**config.mk**
```make
export PLATFORM = sky130hd
export DESIGN_NAME = dac_frame_rx_flat
export DESIGN_NICKNAME = d
export VERILOG_FILES = /design/src/rtl/dac_frame_rx_if.sv /design/src/rtl/dac_frame_rx.sv /design/src/flat_wrapper.sv
export SDC_FILE = /design/constraint.sdc
export NUM_CORES = 1
export LEC_CHECK = 0
export CORE_ASPECT_RATIO = 1.2
export CORE_MARGIN = 2
export CORE_UTILIZATION = 50
export CTS_CLUSTER_SIZE = 8
export DETAILED_ROUTE_END_ITERATION = 6
export PLACE_DENSITY_LB_ADDON = 0.08
export REMOVE_ABC_BUFFERS = 1
export SLEW_MARGIN = 20
export SYNTH_ARGS = -nofsm -noshare
export SYNTH_HDL_FRONTEND = slang
export SYNTH_SLANG_ARGS = --single-unit
```
**constraint.sdc**
```tcl
create_clock -name clk -period 2 [get_ports clk]
set_input_delay 0.3 -clock clk [delete_from_list [all_inputs] [get_ports clk]]
set_output_delay 0.3 -clock clk [all_outputs]
set_load 0.03 [all_outputs]
```
**src/rtl/dac_frame_rx_if.sv**
```systemverilog
// rtl/dac_frame_rx_if.sv - serial frame pins and receive-side result bus (optional counters: DACRX_FRAME_CNT_EN)
interface dac_frame_rx_if #(
  parameter int DATA_W = 16
);
  logic              CS;
  logic              CLK;
  logic              SDI;
  logic [DATA_W-1:0] data;
  logic              valid;
  logic              frame_err;
  logic              busy;
`ifdef DACRX_FRAME_CNT_EN
  logic [15:0]       good_cnt;
  logic [15:0]       err_cnt;

  modport master (output CS, CLK, SDI,
                  input  data, valid, frame_err, busy, good_cnt, err_cnt);
  modport slave  (input  CS, CLK, SDI,
                  output data, valid, frame_err, busy, good_cnt, err_cnt);
`else
  modport master (output CS, CLK, SDI,
                  input  data, valid, frame_err, busy);
  modport slave  (input  CS, CLK, SDI,
                  output data, valid, frame_err, busy);
`endif
endinterface

```
**src/rtl/dac_frame_rx.sv**
```systemverilog
// rtl/dac_frame_rx.sv - oversampled 3-wire DAC frame receiver (optional counters: DACRX_FRAME_CNT_EN)
module dac_frame_rx #(
  parameter int DATA_W      = 16,
  parameter int SYNC_STAGES = 2
) (
  input  logic           clk,
  input  logic           nrst,
  dac_frame_rx_if.slave  bus
);

  localparam int              CNT_W    = $clog2(DATA_W + 2);
  localparam logic [CNT_W-1:0] CNT_FULL = CNT_W'(DATA_W);
  localparam logic [CNT_W-1:0] CNT_SAT  = CNT_W'(DATA_W + 1);

  typedef enum logic [1:0] {ARM, IDLE, SHIFT, DONE} state_t;

  logic [SYNC_STAGES-1:0] r_cs_sync;
  logic [SYNC_STAGES-1:0] r_clk_sync;
  logic [SYNC_STAGES-1:0] r_sdi_sync;
  logic                   r_cs_d;
  logic                   r_clk_d;
  state_t                 r_state;
  logic [DATA_W-1:0]      r_shreg;
  logic [CNT_W-1:0]       r_bit_cnt;
  logic [DATA_W-1:0]      r_data;
  logic                   r_valid;
  logic                   r_err;
  logic                   r_busy;

  logic w_cs;
  logic w_clk;
  logic w_sdi;
  logic w_cs_rise;
  logic w_cs_fall;
  logic w_clk_rise;

  // Synchronize the async pins; CS resets low so a frame already open at reset release is never seen as a fall
  always_ff @(posedge clk or negedge nrst) begin
    if (!nrst) begin
      r_cs_sync  <= '0;
      r_clk_sync <= '1;
      r_sdi_sync <= '0;
      r_cs_d     <= 1'b0;
      r_clk_d    <= 1'b1;
    end else begin
      r_cs_sync  <= {r_cs_sync[SYNC_STAGES-2:0], bus.CS};
      r_clk_sync <= {r_clk_sync[SYNC_STAGES-2:0], bus.CLK};
      r_sdi_sync <= {r_sdi_sync[SYNC_STAGES-2:0], bus.SDI};
      r_cs_d     <= w_cs;
      r_clk_d    <= w_clk;
    end
  end

  assign w_cs       = r_cs_sync[SYNC_STAGES-1];
  assign w_clk      = r_clk_sync[SYNC_STAGES-1];
  assign w_sdi      = r_sdi_sync[SYNC_STAGES-1];
  assign w_cs_rise  =  w_cs & ~r_cs_d;
  assign w_cs_fall  = ~w_cs &  r_cs_d;
  assign w_clk_rise =  w_clk & ~r_clk_d;

  // Frame FSM: arm on CS high, shift on CLK rises inside the CS-low window, judge bit count on CS rise
  always_ff @(posedge clk or negedge nrst) begin
    if (!nrst) begin
      r_state   <= ARM;
      r_shreg   <= '0;
      r_bit_cnt <= '0;
      r_data    <= '0;
      r_valid   <= 1'b0;
      r_err     <= 1'b0;
      r_busy    <= 1'b0;
    end else begin
      r_valid <= 1'b0;
      r_err   <= 1'b0;
      case (r_state)
        ARM: begin
          if (w_cs) r_state <= IDLE;
        end
        IDLE: begin
          if (w_cs_fall) begin
            r_state   <= SHIFT;
            r_bit_cnt <= '0;
            r_shreg   <= '0;
            r_busy    <= 1'b1;
          end
        end
        SHIFT: begin
          // A CS rise wins over a coincident CLK rise, so that edge is never counted
          if (w_cs_rise) begin
            r_state <= DONE;
            r_busy  <= 1'b0;
          end else if (w_clk_rise && !w_cs) begin
            r_shreg <= {r_shreg[DATA_W-2:0], w_sdi};
            if (r_bit_cnt != CNT_SAT) r_bit_cnt <= r_bit_cnt + 1'b1;
          end
        end
        DONE: begin
          if (r_bit_cnt == CNT_FULL) begin
            r_data  <= r_shreg;
            r_valid <= 1'b1;
          end else begin
            r_err   <= 1'b1;
          end
          r_state <= IDLE;
        end
        default: begin
          r_state <= ARM;
          r_busy  <= 1'b0;
        end
      endcase
    end
  end

  assign bus.data      = r_data;
  assign bus.valid     = r_valid;
  assign bus.frame_err = r_err;
  assign bus.busy      = r_busy;

`ifdef DACRX_FRAME_CNT_EN
  logic [15:0] r_good_cnt;
  logic [15:0] r_err_cnt;

  // Saturating good/bad frame counters, stepped by the result pulses
  always_ff @(posedge clk or negedge nrst) begin
    if (!nrst) begin
      r_good_cnt <= '0;
      r_err_cnt  <= '0;
    end else begin
      if (r_valid && (r_good_cnt != 16'hFFFF)) r_good_cnt <= r_good_cnt + 16'd1;
      if (r_err   && (r_err_cnt  != 16'hFFFF)) r_err_cnt  <= r_err_cnt  + 16'd1;
    end
  end

  assign bus.good_cnt = r_good_cnt;
  assign bus.err_cnt  = r_err_cnt;
`endif

endmodule
```
**src/flat_wrapper.sv**
```systemverilog
// flat-port wrapper written by rule: the top's interface ports become plain ports
module dac_frame_rx_flat 
#(
  parameter int DATA_W      = 16,
  parameter int SYNC_STAGES = 2
)
  (clk, nrst, bus_CS, bus_CLK, bus_SDI, bus_data, bus_valid, bus_frame_err, bus_busy);
  dac_frame_rx_if #(.DATA_W(DATA_W)) bus_i ();
  input  logic clk;
  input  logic nrst;
  input wire logic [$bits(bus_i.CS)-1:0] bus_CS;
  input wire logic [$bits(bus_i.CLK)-1:0] bus_CLK;
  input wire logic [$bits(bus_i.SDI)-1:0] bus_SDI;
  output wire logic [$bits(bus_i.data)-1:0] bus_data;
  output wire logic [$bits(bus_i.valid)-1:0] bus_valid;
  output wire logic [$bits(bus_i.frame_err)-1:0] bus_frame_err;
  output wire logic [$bits(bus_i.busy)-1:0] bus_busy;
  assign bus_i.CS = bus_CS;
  assign bus_i.CLK = bus_CLK;
  assign bus_i.SDI = bus_SDI;
  assign bus_data = bus_i.data;
  assign bus_valid = bus_i.valid;
  assign bus_frame_err = bus_i.frame_err;
  assign bus_busy = bus_i.busy;
  dac_frame_rx #(.DATA_W(DATA_W), .SYNC_STAGES(SYNC_STAGES)) u_core (.clk(clk), .nrst(nrst), .bus(bus_i));
endmodule
```
Yosys cells after proc, flatten, opt, wreduce, memory -nomap -nowiden --
Index checks and enable logic that the tools add are counted.
Word-level totals: register bits 50, bits in latches 0, RAM bits 0, bits in read-only memories 0, output and inout bits 19, word-level logic and storage cells 59, memories kept 0
Cells by class: add/subtract/negate cells 1, $mul 0, divide/modulo/power cells 0, order comparisons 0, equal/unequal tests 11, shifts and indexed selects 0, muxes and demuxes 20, bitwise operators 6, reductions and logical operators 9
Operator list (count):
- 16-bit two-way mux | 3
- 16-bit one-hot mux with 2 select lines | 1
- 5-bit two-way mux | 4
- 2-bit by 1-bit inequality test with 1-bit output (second input constant) | 5
- 5-bit one-hot mux with 2 select lines | 1
- 2-bit one-hot mux with 4 select lines | 1
- 1-bit two-way mux | 6
- 2-bit two-way mux | 3
- 3-bit AND reduction | 2
- 5-bit by 1-bit adder with 5-bit output (second input constant) | 1
- 5-bit == test (second input constant) | 1
- 5-bit inequality test (second input constant) | 1
- 5-bit AND reduction | 1
- 2-bit == test (second input constant) | 2
- 4-bit AND reduction | 1
- 1-bit bitwise AND | 3
- 1-bit inverter | 3
- 2-bit by 1-bit == test with 1-bit output (second input constant) | 1
- 2-bit logical NOT | 1
- 2-bit inequality test (second input constant) | 1
- 1-bit one-hot mux with 2 select lines | 1
- 2-bit AND reduction | 1
- 2-bit nonzero test | 1
- 1-bit logical AND | 1
- 1-bit logical NOT | 1

Logic depth before layout (Yosys ltp) --
Gate-level depths: netlist of the first run.
word-level depth 6, depth in mapped cells 8

Worst setup path before layout of the first run --
Ideal clock, no wire load.
kind reg-to-reg, start register u_core.r_state[1], end register u_core.r_shreg[10], arrival time 1.463 ns, required time 1.879 ns, setup slack 0.416 ns, stages on the path, launching flop included 8, path buffers 1, path through dfrtp_1 inv_1 ha_1 nor2b_4 nor3_2 o21ai_2 buf_6 a22o_1
On the way: cells in the longest elaborated chain, start to end 3, elaborated cells on any way between the ends 8, those cells by class eq/ne (5); mux (1); reduce/logical (2)
Ends and longest elaborated chain:
- start: declaration | RTL line dac_frame_rx.sv:22 | state_t r_state;
- start signal: assignment | RTL line dac_frame_rx.sv:64 | r_state <= ARM;
- start signal: assignment | RTL line dac_frame_rx.sv:76 | if (w_cs) r_state <= IDLE;
- start signal: assignment | RTL line dac_frame_rx.sv:80 | r_state <= SHIFT;
- 2-bit == test or 2-bit by 1-bit == test with 1-bit output (tied branches) | RTL line dac_frame_rx.sv:74 | case (r_state)
- 2-bit inequality test (no line) (tied with other cells)
- 4-bit AND reduction (no line)
- end signal: assignment | RTL line dac_frame_rx.sv:92 | r_shreg <= {r_shreg[DATA_W-2:0], w_sdi};
- end: declaration | RTL line dac_frame_rx.sv:23 | logic [DATA_W-1:0] r_shreg;
Several ways; a longest one is shown, not always the timed one. A chain may end at the register's enable or synchronous reset.

Worst setup path after layout of the first run --
start register u_core.r_state[0], end register u_core.r_bit_cnt[0]
On the way: cells in the longest elaborated chain, start to end 3, elaborated cells on any way between the ends 9, those cells by class eq/ne (6); mux (1); reduce/logical (2)
Ends and longest elaborated chain:
- 2-bit == test or 2-bit by 1-bit == test with 1-bit output (tied branches) | RTL line dac_frame_rx.sv:74
- 2-bit inequality test (no line) (tied with other cells)
- 5-bit AND reduction (no line)
- end signal: assignment | RTL line dac_frame_rx.sv:93 | if (r_bit_cnt != CNT_SAT) r_bit_cnt <= r_bit_cnt + 1'b1;
- end: declaration | RTL line dac_frame_rx.sv:24 | logic [CNT_W-1:0] r_bit_cnt;
Several ways; a longest one is shown, not always the timed one.

==> results of run 1 <==
==> final timing paths <==
check | endpoint | cells after the start
max | u_core.r_bit_cnt[0] | 6
min | u_core.r_clk_sync[1] | 0
max reg2reg | u_core.r_bit_cnt[0] | 6
min reg2reg | u_core.r_clk_sync[1] | 0
max in group asynchronous | u_core.r_clk_sync[0] | 3
min in group asynchronous | u_core.r_bit_cnt[0] | 2
==> power by group <==
group          switching, W  internal, W
combinational      0.000394     0.000232
clock              0.000316     0.000368
sequential        0.0000451      0.00107
==> kinds of logic after synthesis <==
group                    Yosys count  synth area share (%)
buffers and inverters             16                  3.94
multiplexers                      18                  11.0
adder cells (fa/ha/maj)            7                  4.11
AND/OR/NAND/NOR                   23                  8.70
flip-flops                        50                  58.9
AO/OA/AOI/OAI                     32                  13.3
==> final cells by class <==
type	instances	area, sq um
Timing Repair Buffer	25	255
Tap cell	56	70.1
Inverter	12	45.0
Fill cell	370	1630
Clock inverter	3	40.0
Multi-Input combinational cell	80	798
Clock buffer	5	68.8
Sequential cell	50	1250
==> cell usage in the layout (no fill, tap or decap), types with 3 or more instances in the layout <==
cell / synthesis / layout
a21oi_1: 3 / 3
a22o_1: 17 / 17
clkbuf_8: 0 / 5
clkdlybuf4s50_1: 0 / 22
dfrtp_1: 47 / 47
dfstp_2: 3 / 3
ha_1: 7 / 7
inv_1: 12 / 12
mux2_2: 7 / 7
mux2_4: 9 / 9
nand2_1: 4 / 4
nor2_1: 4 / 4
==> flip-flops by register name (all words and copies together), names as in the netlist <==
name / count
u_core.bus.busy: 1
u_core.bus.data: 16
u_core.bus.frame_err: 1
u_core.bus.valid: 1
u_core.r_bit_cnt: 5
u_core.r_clk_d: 1
u_core.r_clk_sync: 2
u_core.r_cs_d: 1
u_core.r_cs_sync: 2
u_core.r_sdi_sync: 2
u_core.r_shreg: 16
u_core.r_state: 2
==> worst max-delay path, stage by stage, from the launching register on <==
cell,delay [ps]
dfrtp_1,380
inv_1,80
ha_1,330
and3_1,250
a221oi_4,340
o21ai_2,110
a22o_1,240
==> cell usage after synthesis (2+ instances only) <==
cell type	instances	share of area, %
nand2_1	4	0.70
a22o_1	17	7.0
a31oi_1	2	0.59
mux2i_1	2	0.94
dfrtp_1	47	55
a21oi_1	3	0.70
mux2_2	7	3.7
inv_1	12	2.1
nor2_1	4	0.70
mux2_4	9	6.3
nor2_4	2	1.1
o21ai_2	2	0.82
buf_6	3	1.6
ha_1	7	4.1
a41o_1	2	0.94
dfstp_2	3	3.7
==> through the flow <==
step,util (%),setup WS [ps],cells
detailed placement,57.8,75.9,222
global route,60.8,50.3,231
finish,60.8,161,231
global placement,57.8,187,222
floorplan,-,346,142
CTS,60.6,39.5,231
==> metal layers <==
metal  wire [um]  track usage, %
met1        1600            20.3
met2        1930            29.7
met3         124            4.28
met4          27            7.25
met5           0               0
==> what timing repair did <==
item | CTS | global route
endpoints found under the hold margin | 21 | 0
hold buffers | 1 | 0
resized for setup | 0 | 1
setup endpoints to repair | 0 | 16
==> run metrics, run 1 <==
Nets 186; total non-filler cell area in the finished layout 0.00253 sq mm; effective utilization at floorplan 51.1%; leakage component of the power 1.23 nW; area of the core 0.00416 sq mm; die width 63.6 um; global-route wire length before repair 6040 um; Setup Skew 8.45 ps; post-synthesis sequential area ratio 58.9%; smallest hold slack 354 ps; unrepaired setup endpoints after global routing no; vias post-DR 1241; count of warnings emitted by yosys 0; vertical die dimension 75.5 um; area growth from synthesis to final layout 18.9%; upper clock frequency limit 544 MHz; overall fraction of global-route tracks in use 17.0%; register-to-register setup slack 160 ps; Worst Setup Start Kind flop; maximum vdd ir drop 0.537 mV; final setup TNS 0 ps; count of flip-flops with a built-in enable after synthesis 0; number of clock buffers inserted by TritonCTS 5; clock latency reported for the late side of the worst-skew pair 300 ps; element type at the critical path end flop; arrival time at the worst endpoint 2030 ps; post-DR vias/cell 5.37; total power of the final layout 0.00243 W; maximum number of pins on one net before global-route repair 30; Ant. Diodes 0; 1st-iter DRT viols 72; reported max-cap violation count 0; cell area after placement 0.00241 sq mm; kind of path behind the tightest hold check flop to flop; number of port buffers 23; total count of hold-check failures in the final report 0; clock slew at reported path FFs 90 ps; asr flop ratio synth 100%; Max H-tree Level 2; total global routing overflow 0; clock tree from TritonCTS yes; launching point of the worst reg2reg path u_core.r_state[0]; count of state elements after synthesis 50; residual antenna-violating net count after detailed routing 0; routed length per placed instance 16.0 um; Yosys cell types 36; Placement Rows 26; number of buffers inserted to repair setup after CTS 0; cell area after technology mapping 0.00213 sq mm; count of pins on the block boundary 24; data required time of the worst path 2190 ps; post-synthesis instance total 146; Tcrit/Tclk final 92.0%; Critical Setup Path Class flop to flop; drc violations 0; routability congestion estimate 0.802; mean cell area of the mapped netlist 14.6 sq um; buffer depth of the longest clock path 2; Max-Slew Margin vs Limit 63.6%; total wire length after detailed routing 3690 um; root buffer selected by CTS clkbuf_8; first-pass iteration count of the detailed router 4; clock period minus final worst setup slack 1840 ps; result of the run complete, no violations; beginning of the worst hold path u_core.r_clk_sync[0]; die area 0.00480 sq mm; top fanout value on the critical path 11; DP HPWL 2530 um; via count of the first global-routing pass 1281; pins over their slew limit 0; Primary FF master, synth dfrtp_1; count of endpoints failing setup in the final report 0; power density of the placed cells 958 mW/mm^2; transition time at the pin with the least slew margin 546 ps; initial antenna violation count 0; number of sinks on the clock net 50; fraction of final layout cells sized beyond drive strength 1 22.9%; startpoint of the most critical setup path u_core.r_state[0]
No activity file was read; power rests on OpenSTA's default activity.
==> run 2, diff against run 1 <==
--- a/config.mk
+++ b/config.mk
@@ -8,6 +8,7 @@
 export CORE_ASPECT_RATIO = 1.2
 export CORE_MARGIN = 2
 export CORE_UTILIZATION = 50
+export CTS_BUF_LIST = sky130_fd_sc_hd__clkbuf_8 sky130_fd_sc_hd__clkbuf_16
 export CTS_CLUSTER_SIZE = 8
 export DETAILED_ROUTE_END_ITERATION = 6
 export PLACE_DENSITY_LB_ADDON = 0.08
==> results of run 2 <==
The final DEF is identical to that of run 1; final timing and power are the same.
